**src/rtl/muldiv_if.sv**
```systemverilog
// Request/response bundle between the CPU control path and the mul/div unit.
// The master side issues operations and reads back HI/LO and status.
interface muldiv_if #(
   parameter int WIDTH = 32
);
   logic             start;
   logic [2:0]       op;
   logic [WIDTH-1:0] A;
   logic [WIDTH-1:0] B;
   logic             busy;
   logic             done;
   logic [WIDTH-1:0] HI;
   logic [WIDTH-1:0] LO;

   modport master (output start, op, A, B, input busy, done, HI, LO);
   modport slave  (input start, op, A, B, output busy, done, HI, LO);
endinterface

```
**src/rtl/muldiv.sv**
```systemverilog
// Iterative MULT/MULTU/DIV/DIVU unit with HI/LO registers and MTHI/MTLO.
// One multiplier or quotient bit per cycle on magnitudes, sign fixed up in FIX.
module muldiv #(
   parameter int WIDTH = 32
) (
   input  logic     clk,
   input  logic     rstn,
   muldiv_if.slave  bus
);
   localparam int CW = $clog2(WIDTH + 1);

   typedef enum logic [1:0] {IDLE, CALC, FIX} state_t;

   state_t             state_q, state_d;
   logic [CW-1:0]      cnt_q;
   logic [2*WIDTH-1:0] acc_q;
   logic [WIDTH-1:0]   a_q, b_q;
   logic               is_div_q, neg_lo_q, neg_hi_q;
   logic [WIDTH-1:0]   hi_q, lo_q;
   logic               busy_q, done_q;

   logic               accept;
   logic               sgn_op;
   logic [WIDTH-1:0]   a_abs, b_abs;
   logic [WIDTH:0]     mul_sum;
   logic [WIDTH:0]     div_shift, div_diff;
   logic [2*WIDTH-1:0] acc_step, acc_neg;
   logic [WIDTH-1:0]   quo_neg, rem_neg;

   assign accept = (state_q == IDLE) && bus.start && !bus.op[2];
   assign sgn_op = !bus.op[0];
   assign a_abs  = (sgn_op && bus.A[WIDTH-1]) ? -bus.A : bus.A;
   assign b_abs  = (sgn_op && bus.B[WIDTH-1]) ? -bus.B : bus.B;

   // Multiply: add into the upper half, shift the whole accumulator right.
   assign mul_sum = {1'b0, acc_q[2*WIDTH-1:WIDTH]} + {1'b0, (b_q[0] ? a_q : '0)};

   // Divide: upper half is the partial remainder, lower half dividend/quotient.
   assign div_shift = {acc_q[2*WIDTH-1:WIDTH], acc_q[WIDTH-1]};
   assign div_diff  = div_shift - {1'b0, b_q};

   always_comb begin
      acc_step = {mul_sum, acc_q[WIDTH-1:1]};
      if (is_div_q) begin
         if (!div_diff[WIDTH])
            acc_step = {div_diff[WIDTH-1:0], acc_q[WIDTH-2:0], 1'b1};
         else
            acc_step = {div_shift[WIDTH-1:0], acc_q[WIDTH-2:0], 1'b0};
      end
   end

   assign acc_neg = -acc_q;
   assign quo_neg = -acc_q[WIDTH-1:0];
   assign rem_neg = -acc_q[2*WIDTH-1:WIDTH];

   always_comb begin
      state_d = state_q;
      case (state_q)
         IDLE:    if (accept) state_d = CALC;
         CALC:    if (cnt_q == CW'(WIDTH - 1)) state_d = FIX;
         FIX:     state_d = IDLE;
         default: state_d = IDLE;
      endcase
   end

   always_ff @(posedge clk) begin
      if (!rstn) state_q <= IDLE;
      else       state_q <= state_d;
   end

   always_ff @(posedge clk) begin
      if (!rstn) begin
         cnt_q    <= '0;
         acc_q    <= '0;
         a_q      <= '0;
         b_q      <= '0;
         is_div_q <= 1'b0;
         neg_lo_q <= 1'b0;
         neg_hi_q <= 1'b0;
         hi_q     <= '0;
         lo_q     <= '0;
         busy_q   <= 1'b0;
         done_q   <= 1'b0;
      end else begin
         done_q <= 1'b0;
         case (state_q)
            IDLE: begin
               if (accept) begin
                  cnt_q    <= '0;
                  a_q      <= a_abs;
                  b_q      <= b_abs;
                  is_div_q <= bus.op[1];
                  // A zero divisor must leave the all-ones quotient unnegated.
                  neg_lo_q <= sgn_op && (bus.A[WIDTH-1] ^ bus.B[WIDTH-1])
                              && !(bus.op[1] && (bus.B == '0));
                  neg_hi_q <= sgn_op && bus.A[WIDTH-1];
                  acc_q    <= bus.op[1] ? {{WIDTH{1'b0}}, a_abs} : '0;
                  busy_q   <= 1'b1;
               end else if (bus.start && bus.op == 3'd4) begin
                  hi_q <= bus.A;
               end else if (bus.start && bus.op == 3'd5) begin
                  lo_q <= bus.A;
               end
            end
            CALC: begin
               acc_q <= acc_step;
               cnt_q <= cnt_q + CW'(1);
               if (!is_div_q) b_q <= b_q >> 1;
            end
            FIX: begin
               if (is_div_q) begin
                  lo_q <= neg_lo_q ? quo_neg : acc_q[WIDTH-1:0];
                  hi_q <= neg_hi_q ? rem_neg : acc_q[2*WIDTH-1:WIDTH];
               end else begin
                  {hi_q, lo_q} <= neg_lo_q ? acc_neg : acc_q;
               end
               busy_q <= 1'b0;
               done_q <= 1'b1;
            end
            default: ;
         endcase
      end
   end

   assign bus.busy = busy_q;
   assign bus.done = done_q;
   assign bus.HI   = hi_q;
   assign bus.LO   = lo_q;
endmodule

```
**src/flat_wrapper.sv**
```systemverilog
// flat-port wrapper written by rule: the top's interface ports become plain ports
module muldiv_flat 
#(
   parameter int WIDTH = 32
)
  (clk, rstn, bus_start, bus_op, bus_A, bus_B, bus_busy, bus_done, bus_HI, bus_LO);
  muldiv_if #(.WIDTH(WIDTH)) bus_i ();
  input  logic clk;
  input  logic rstn;
  input wire logic [$bits(bus_i.start)-1:0] bus_start;
  input wire logic [$bits(bus_i.op)-1:0] bus_op;
  input wire logic [$bits(bus_i.A)-1:0] bus_A;
  input wire logic [$bits(bus_i.B)-1:0] bus_B;
  output wire logic [$bits(bus_i.busy)-1:0] bus_busy;
  output wire logic [$bits(bus_i.done)-1:0] bus_done;
  output wire logic [$bits(bus_i.HI)-1:0] bus_HI;
  output wire logic [$bits(bus_i.LO)-1:0] bus_LO;
  assign bus_i.start = bus_start;
  assign bus_i.op = bus_op;
  assign bus_i.A = bus_A;
  assign bus_i.B = bus_B;
  assign bus_busy = bus_i.busy;
  assign bus_done = bus_i.done;
  assign bus_HI = bus_i.HI;
  assign bus_LO = bus_i.LO;
  muldiv #(.WIDTH(WIDTH)) u_core (.clk(clk), .rstn(rstn), .bus(bus_i));
endmodule
```
**config.mk**
```make
export PLATFORM = sky130hd
export DESIGN_NAME = muldiv_flat
export DESIGN_NICKNAME = d
export VERILOG_FILES = /design/src/rtl/muldiv_if.sv /design/src/rtl/muldiv.sv /design/src/flat_wrapper.sv
export SDC_FILE = /design/constraint.sdc
export NUM_CORES = 1
export LEC_CHECK = 0
export ABC_AREA = 1
export BUFFER_PORTS_ARGS = -buffer_cell sky130_fd_sc_hd__buf_4
export CORE_ASPECT_RATIO = 2
export CORE_MARGIN = 2
export CORE_UTILIZATION = 35
export CTS_CLUSTER_DIAMETER = 150
export CTS_CLUSTER_SIZE = 10
export DETAILED_ROUTE_END_ITERATION = 10
export HOLD_SLACK_MARGIN = 0.1
export PLACE_DENSITY = 0.56
export SYNTH_ARGS = -nofsm -noshare
export SYNTH_HDL_FRONTEND = slang
export SYNTH_SLANG_ARGS = --single-unit
```
**constraint.sdc**
```tcl
create_clock -name clk -period 2.9 [get_ports clk]
set_input_delay 0.29 -clock clk [delete_from_list [all_inputs] [get_ports clk]]
set_output_delay 0.29 -clock clk [all_outputs]
set_load 0.01 [all_outputs]
```
==> Word-level counts from Yosys, hierarchy flattened <==
Index checks and enable logic that the tools add are counted.
{ "word_totals": {"regBits": 205, "in_bits": 70, "wordCells": 87} }
{ "op_classes": {"add_sub_neg": 8, "n_eq_ne": 12, "n_mux": 31, "bitwise_logic": 1, "n_reduce_logical": 23} }
{ "op_table": {"columns": ["op", "n"], "rows": [
  ["two-way mux 32 bit", 15],
  ["two-way mux 64 bit", 4],
  ["case mux 32 bit (2 select lines)", 3],
  ["negation 32 bit", 4],
  ["case mux 64 bit (2 select lines)", 1],
  ["negation 64 bit", 1],
  ["adder 32 x 32 -> 33 bit", 1],
  ["subtractor 33 x 32 -> 33 bit", 1],
  ["logical NOT 32 bit", 1],
  ["case mux 6 bit (2 select lines)", 1],
  ["inequality test 2 bit, second input constant", 5],
  ["logical AND 1 bit", 9],
  ["AND reduction 2 bit", 4],
  ["adder 6 x 1 -> 6 bit, second input constant", 1],
  ["== test 3 bit, second input constant", 2],
  ["== test 6 x 5 -> 1 bit, second input constant", 1],
  ["two-way mux 6 bit", 1],
  ["AND reduction 3 bit", 2],
  ["two-way mux 2 bit", 2],
  ["inequality test 2 x 1 -> 1 bit, second input constant", 2],
  ["case mux 2 bit (2 select lines)", 1],
  ["AND reduction 4 bit", 1],
  ["nonzero test 2 bit", 2],
  ["logical NOT 1 bit", 3],
  ["other kinds (6)", 7]
]} }

==> Longest topological paths before layout <==
{ "depth": {"depth_word": 6, "mapped_depth": 19} }

==> Worst setup path before layout <==
No wires, ideal clock.
{ "synth_path": {"kind": "reg-to-reg", "from": "reg u_core.b_q[0]", "to": "reg u_core.acc_q[59]", "arrival_ps": 2439, "required_time_ps": 2763, "slack_ps": 324, "stages_incl_launch_ff": 20, "synth_period_minus_slack_ps": 2576, "path_cell_list": "dfxtp_1 > clkbuf_1 > clkbuf_1 > nand2_1 > inv_1 > ha_1 > inv_1 > fa_1 > o21ai_1 > nand2_1 > nand2_1 > nand2_1 > nand2_1 > nand2_1 > nand2_1 > nand2_1 > nand3_1 > nand2_1 > nand2_1 > a21oi_1"} }
{ "synth_via": {"elab_chain_cells": 4, "elab_cells_between_ends": 6, "classes_between": "add/sub: 2; mux: 4"} }
{ "synth_lines": {"columns": ["element", "line_no", "source"], "rows": [
  ["from (decl)", "muldiv.sv:17", "logic [WIDTH-1:0] a_q, b_q;"],
  ["from (signal assigned)", "muldiv.sv:91", "b_q <= b_abs;"],
  ["from (signal assigned)", "muldiv.sv:108", "if (!is_div_q) b_q <= b_q >> 1;"],
  ["subtractor 33 x 32 -> 33 bit / two-way mux 32 bit (equally long branches)", "muldiv.sv:40, muldiv.sv:36", null],
  ["two-way mux 64 bit / adder 32 x 32 -> 33 bit (equally long branches)", "muldiv.sv:45, muldiv.sv:36", null],
  ["two-way mux 64 bit *", "muldiv.sv:44", "if (is_div_q) begin"],
  ["case mux 64 bit (2 select lines) *", "muldiv.sv:86", "case (state_q)"],
  ["to (signal assigned)", "muldiv.sv:97", "acc_q <= bus.op[1] ? {{WIDTH{1'b0}}, a_abs} : '0;"],
  ["to (signal assigned)", "muldiv.sv:106", "acc_q <= acc_step;"],
  ["to (decl)", "muldiv.sv:16", "logic [2*WIDTH-1:0] acc_q;"]
]} }
Every way passes the cells marked *; elsewhere a longest branch is shown, timed or not.
A chain may end at the register's enable or synchronous reset.

==> Final worst setup path <==
{ "layout_path": {"from": "reg u_core.acc_q[58]", "to": "reg u_core.acc_q[48]"} }
{ "layout_via": {"elab_chain_cells": 4} }
{ "layout_lines": {"columns": ["element", "line_no", "source"], "rows": [
  ["subtractor 33 x 32 -> 33 bit", "muldiv.sv:40", "assign div_diff = div_shift - {1'b0, b_q};"],
  ["two-way mux 64 bit", "muldiv.sv:45", "if (!div_diff[WIDTH])"],
  ["two-way mux 64 bit", "muldiv.sv:44", null],
  ["case mux 64 bit (2 select lines)", "muldiv.sv:86", null]
]} }
No other way between the ends.

==> key figures <==
Status
  – Status: completed

Detailed routing
  – DRT Pass-1 Iters: 8
  – 1st-iter DRT viols: 1599
  – Via count: between 20000 and 25000
  – Residual DRC: 0
  – Total Wirelength: ~100 mm
  – ANT nets after route: 0
  – Via density: around 5.6
  – Per-cell routed wire length: 26.1 µm

Synthesis
  – Post-Syn Instances: just over 3000
  – Mapped Avg Cell Area: 5.78 µm²
  – Syn Nets: approximately 3200
  – Synth Cell Area: roughly 18000 µm²
  – Prevailing post-synth register cell: dfxtp_1
  – Asr flop ratio synth: 0
  – Seq cells post-synth: between 200 and 250
  – Top cell type's share of synthesized area: 0.229
  – Number of synthesized flops with an enable pin: 0
  – Dominant cell type by area after synthesis: dfxtp_1
  – Top area cells in the synthesized netlist: dfxtp_1 23%, nand2_1 16%, nand3_1 8.5%
  – Post-synth cell types: 54
  – YS warnings: 0
  – Post-synthesis sequential area ratio: 0.229

Die
  – Core area: a little over 50000 µm²
  – Num ports: ~140
  – Die Height: 324 µm
  – Row Count: approximately 120
  – Initial core utilization: 0.353
  – Die width: approximately 160 µm
  – Die footprint: between 50000 and 60000 µm²

Finish
  – Most frequent cells in the layout: 755 x nand2_1, 393 x inv_1, 356 x nor2_1, 298 x nand3_1, 261 x a21oi_1
  – Seq. cell area: between 4000 and 5000 µm²
  – Final instance area: around 21000 µm²
  – Area delta synth->final: 19.1%
  – Commonest non-fill, non-tap cell in the layout: nand2_1
  – Layout cell share with drive strength beyond 1: 0.125
  – Fillers: 5594
  – Final Net Count: 3428
  – Area of the multi-input gates: approximately 12000 µm²

STA
  – Fmax: about 350 MHz
  – Final number of setup-violating endpoints: 0
  – Skew final: roughly 27 ps
  – Slew Viols, Final: 0
  – Slew HR: 0.264
  – Tmin final: between 2000 and 3000 ps
  – Final period utilization: 0.979
  – Slew @ Worst Pin: 1100 ps
  – Final hold violations: 0

Critical path
  – CP max stage delay: approximately 670 ps
  – Peak fanout along the critical path: 5
  – Startpoint Class: flop
  – Critical path, cell by cell: ha_1 > a21oi_2 > nand2_1 > nand2_1 > nand2_1 > a21oi_4 > nand3_4 > buf_4 > nand2_8 > nand3_1 > nand3_4 > nand2_1 > a21oi_1
  – WP data required: about 3400 ps
  – Worst EP arrival: approximately 3300 ps
  – Crit. End Element: flop
  – CP max-delay cell: dfxtp_1
  – WP buf/inv: 1
  – CP Class: reg2reg
  – Delay-heaviest family, CP: simple AND/OR/NAND/NOR gates
  – Crit path top cell by count: nand2_1

Place
  – Post-DP Area: 20400 µm²
  – I/O Buffers: between 100 and 150
  – Hpwl dp: 83.2 mm
  – Routability cong.: slightly above 1

GRT
  – First-pass GRT wire length: ~140 mm
  – Pin count of the biggest net entering global routing: around 110
  – Initial antenna violation count: 2
  – Tot GR Track Use: 0.379
  – GRT overflow: 0
  – Vias in the first global route: approximately 22000

Clocking
  – Sink Count: 205
  – Num CTS Buffers: 24
  – H-Tree Depth: 1
  – Clk buf depth: 3
  – Clk pin slew, worst setup/hold paths: about 70 ps
  – Latest clock arrival within the worst-skew pair: between 500 and 600 ps
  – Root buffer cell: clkbuf_16
  – CTS tree: yes

Pwr
  – Design Power: 10.1 mW
  – Cell Pwr Density: 473 nW/µm²
  – Max IR drop VDD: 0.000433 V
  – Lkg Pwr: 10.3 nW

Run
  – Max-Cap Viols: 0

Worst hold path
  – Hold Crit Class: in2reg
[flip-flops by register name, indices dropped and copies added, names as in the netlist]
signal and count:
u_core.state_q 2, u_core.bus.HI 32, u_core.neg_lo_q 1, u_core.acc_q 64, u_core.bus.busy 1, u_core.cnt_q 6
u_core.a_q 32, u_core.neg_hi_q 1, u_core.is_div_q 1, u_core.bus.LO 32, u_core.bus.done 1, u_core.b_q 32
[cells in the mapped netlist, types with 3 or more instances]
cell and instances:
nand2_2 11, a221oi_1 3, o221a_2 3, nor2_2 12, nor4_1 4, o21ai_0 241, buf_2 13, nand3_1 303
a31oi_1 38, clkbuf_1 92, xnor2_1 22, nor2_4 4, nor3_1 26, a21o_1 8, buf_1 16, xor2_1 46
inv_2 15, ha_1 69, nand2_1 757, a211oi_1 10, a21oi_2 7, inv_1 395, buf_6 3, nand4_1 26
or2_2 18, a21oi_1 262, o21bai_1 11, nand3b_1 16, o211ai_1 23, o21ai_2 6, nor2_1 362, o31ai_1 6
o21ai_1 29, o221ai_1 13, dfxtp_1 205
[path summary, 6_finish.rpt]
check,end,cells after the start,slack [ps],startpoint
hold / removal,u_core.b_q[27]$_SDFFE_PN0P_,4,120,bus_B[27]
hold reg to reg,u_core.b_q[16]$_SDFFE_PN0P_,2,470,u_core.b_q[16]$_SDFFE_PN0P_
setup reg to reg,u_core.acc_q[48]$_SDFFE_PN0P_,13,60,u_core.acc_q[58]$_SDFFE_PN0P_
setup / recovery,u_core.acc_q[48]$_SDFFE_PN0P_,13,60,u_core.acc_q[58]$_SDFFE_PN0P_
[layer usage]
metal,up-vias,GRT usage,part of all wire
met3,408,0.0462,0.045
met2,892,0.686,0.50
met1,10200,0.312,0.29
met5,-,0,0
li1,10500,-,-
met4,0,0.485,0.16
[power breakdown]
group	internal [mW]	total (mW)	leakage (nW)	switching (mW)
logic	1.28	4.08	8.34	2.80
clock network	1.51	2.81	0.308	1.30
registers	3.00	3.22	1.68	0.221
total	5.78	10.1	10.3	4.33
[metrics by stage]
step           setup WS [ps]   util  std cells  TNS [ps]  hold WS, ps
2_1_floorplan            324      -       3102         0          437
3_3_place_gp           -79.4  0.401       3896     -79.4          451
3_5_place_dp            -141  0.401       3896      -141          456
4_1_cts                 11.4  0.416       3930         0          106
5_1_grt                -52.0  0.421       3941     -57.4          135
6_report                60.4  0.421       3942         0          123
[worst min-delay path, stage by stage]
cell,delay [ps]
buf_4,90
a21oi_1,50
o21ai_1,130
a21oi_1,70
[logic make-up (layout without fill, tap and decap cells)]
| kind of cell | after synthesis | after routing | share of synthesized area |
|---|---|---|---|
| fa+ha+maj | 71 | 71 | 0.0503 |
| simple gates | 1553 | 1558 | 0.367 |
| buf+inv | 538 | 718 | 0.115 |
| xor+xnor | 68 | 68 | 0.0332 |
| other cells | 0 | 1 | 0 |
| flops | 205 | 205 | 0.229 |
| compound gates | 667 | 667 | 0.206 |
[what timing repair did]
item,in CTS,in global routing
pin swaps,1,8
resized for setup,4,26
hold buffers,7,0
endpoints found under the setup margin,2,33
endpoints found under the hold margin,8,0
setup buffers,0,4
gates cloned,1,7
[layout make-up]
type / count / share of cell area
diodes: 1 / 0.000117
clock buffers: 25 / 0.0293
clock inverters: 1 / 0.000351
inverters: 412 / 0.0724
multi-input cells: 2364 / 0.559
flip-flops and latches: 205 / 0.192
well taps: 654 / 0.0383
repair buffers: 280 / 0.108
Power figures use the tool's default switching activity.
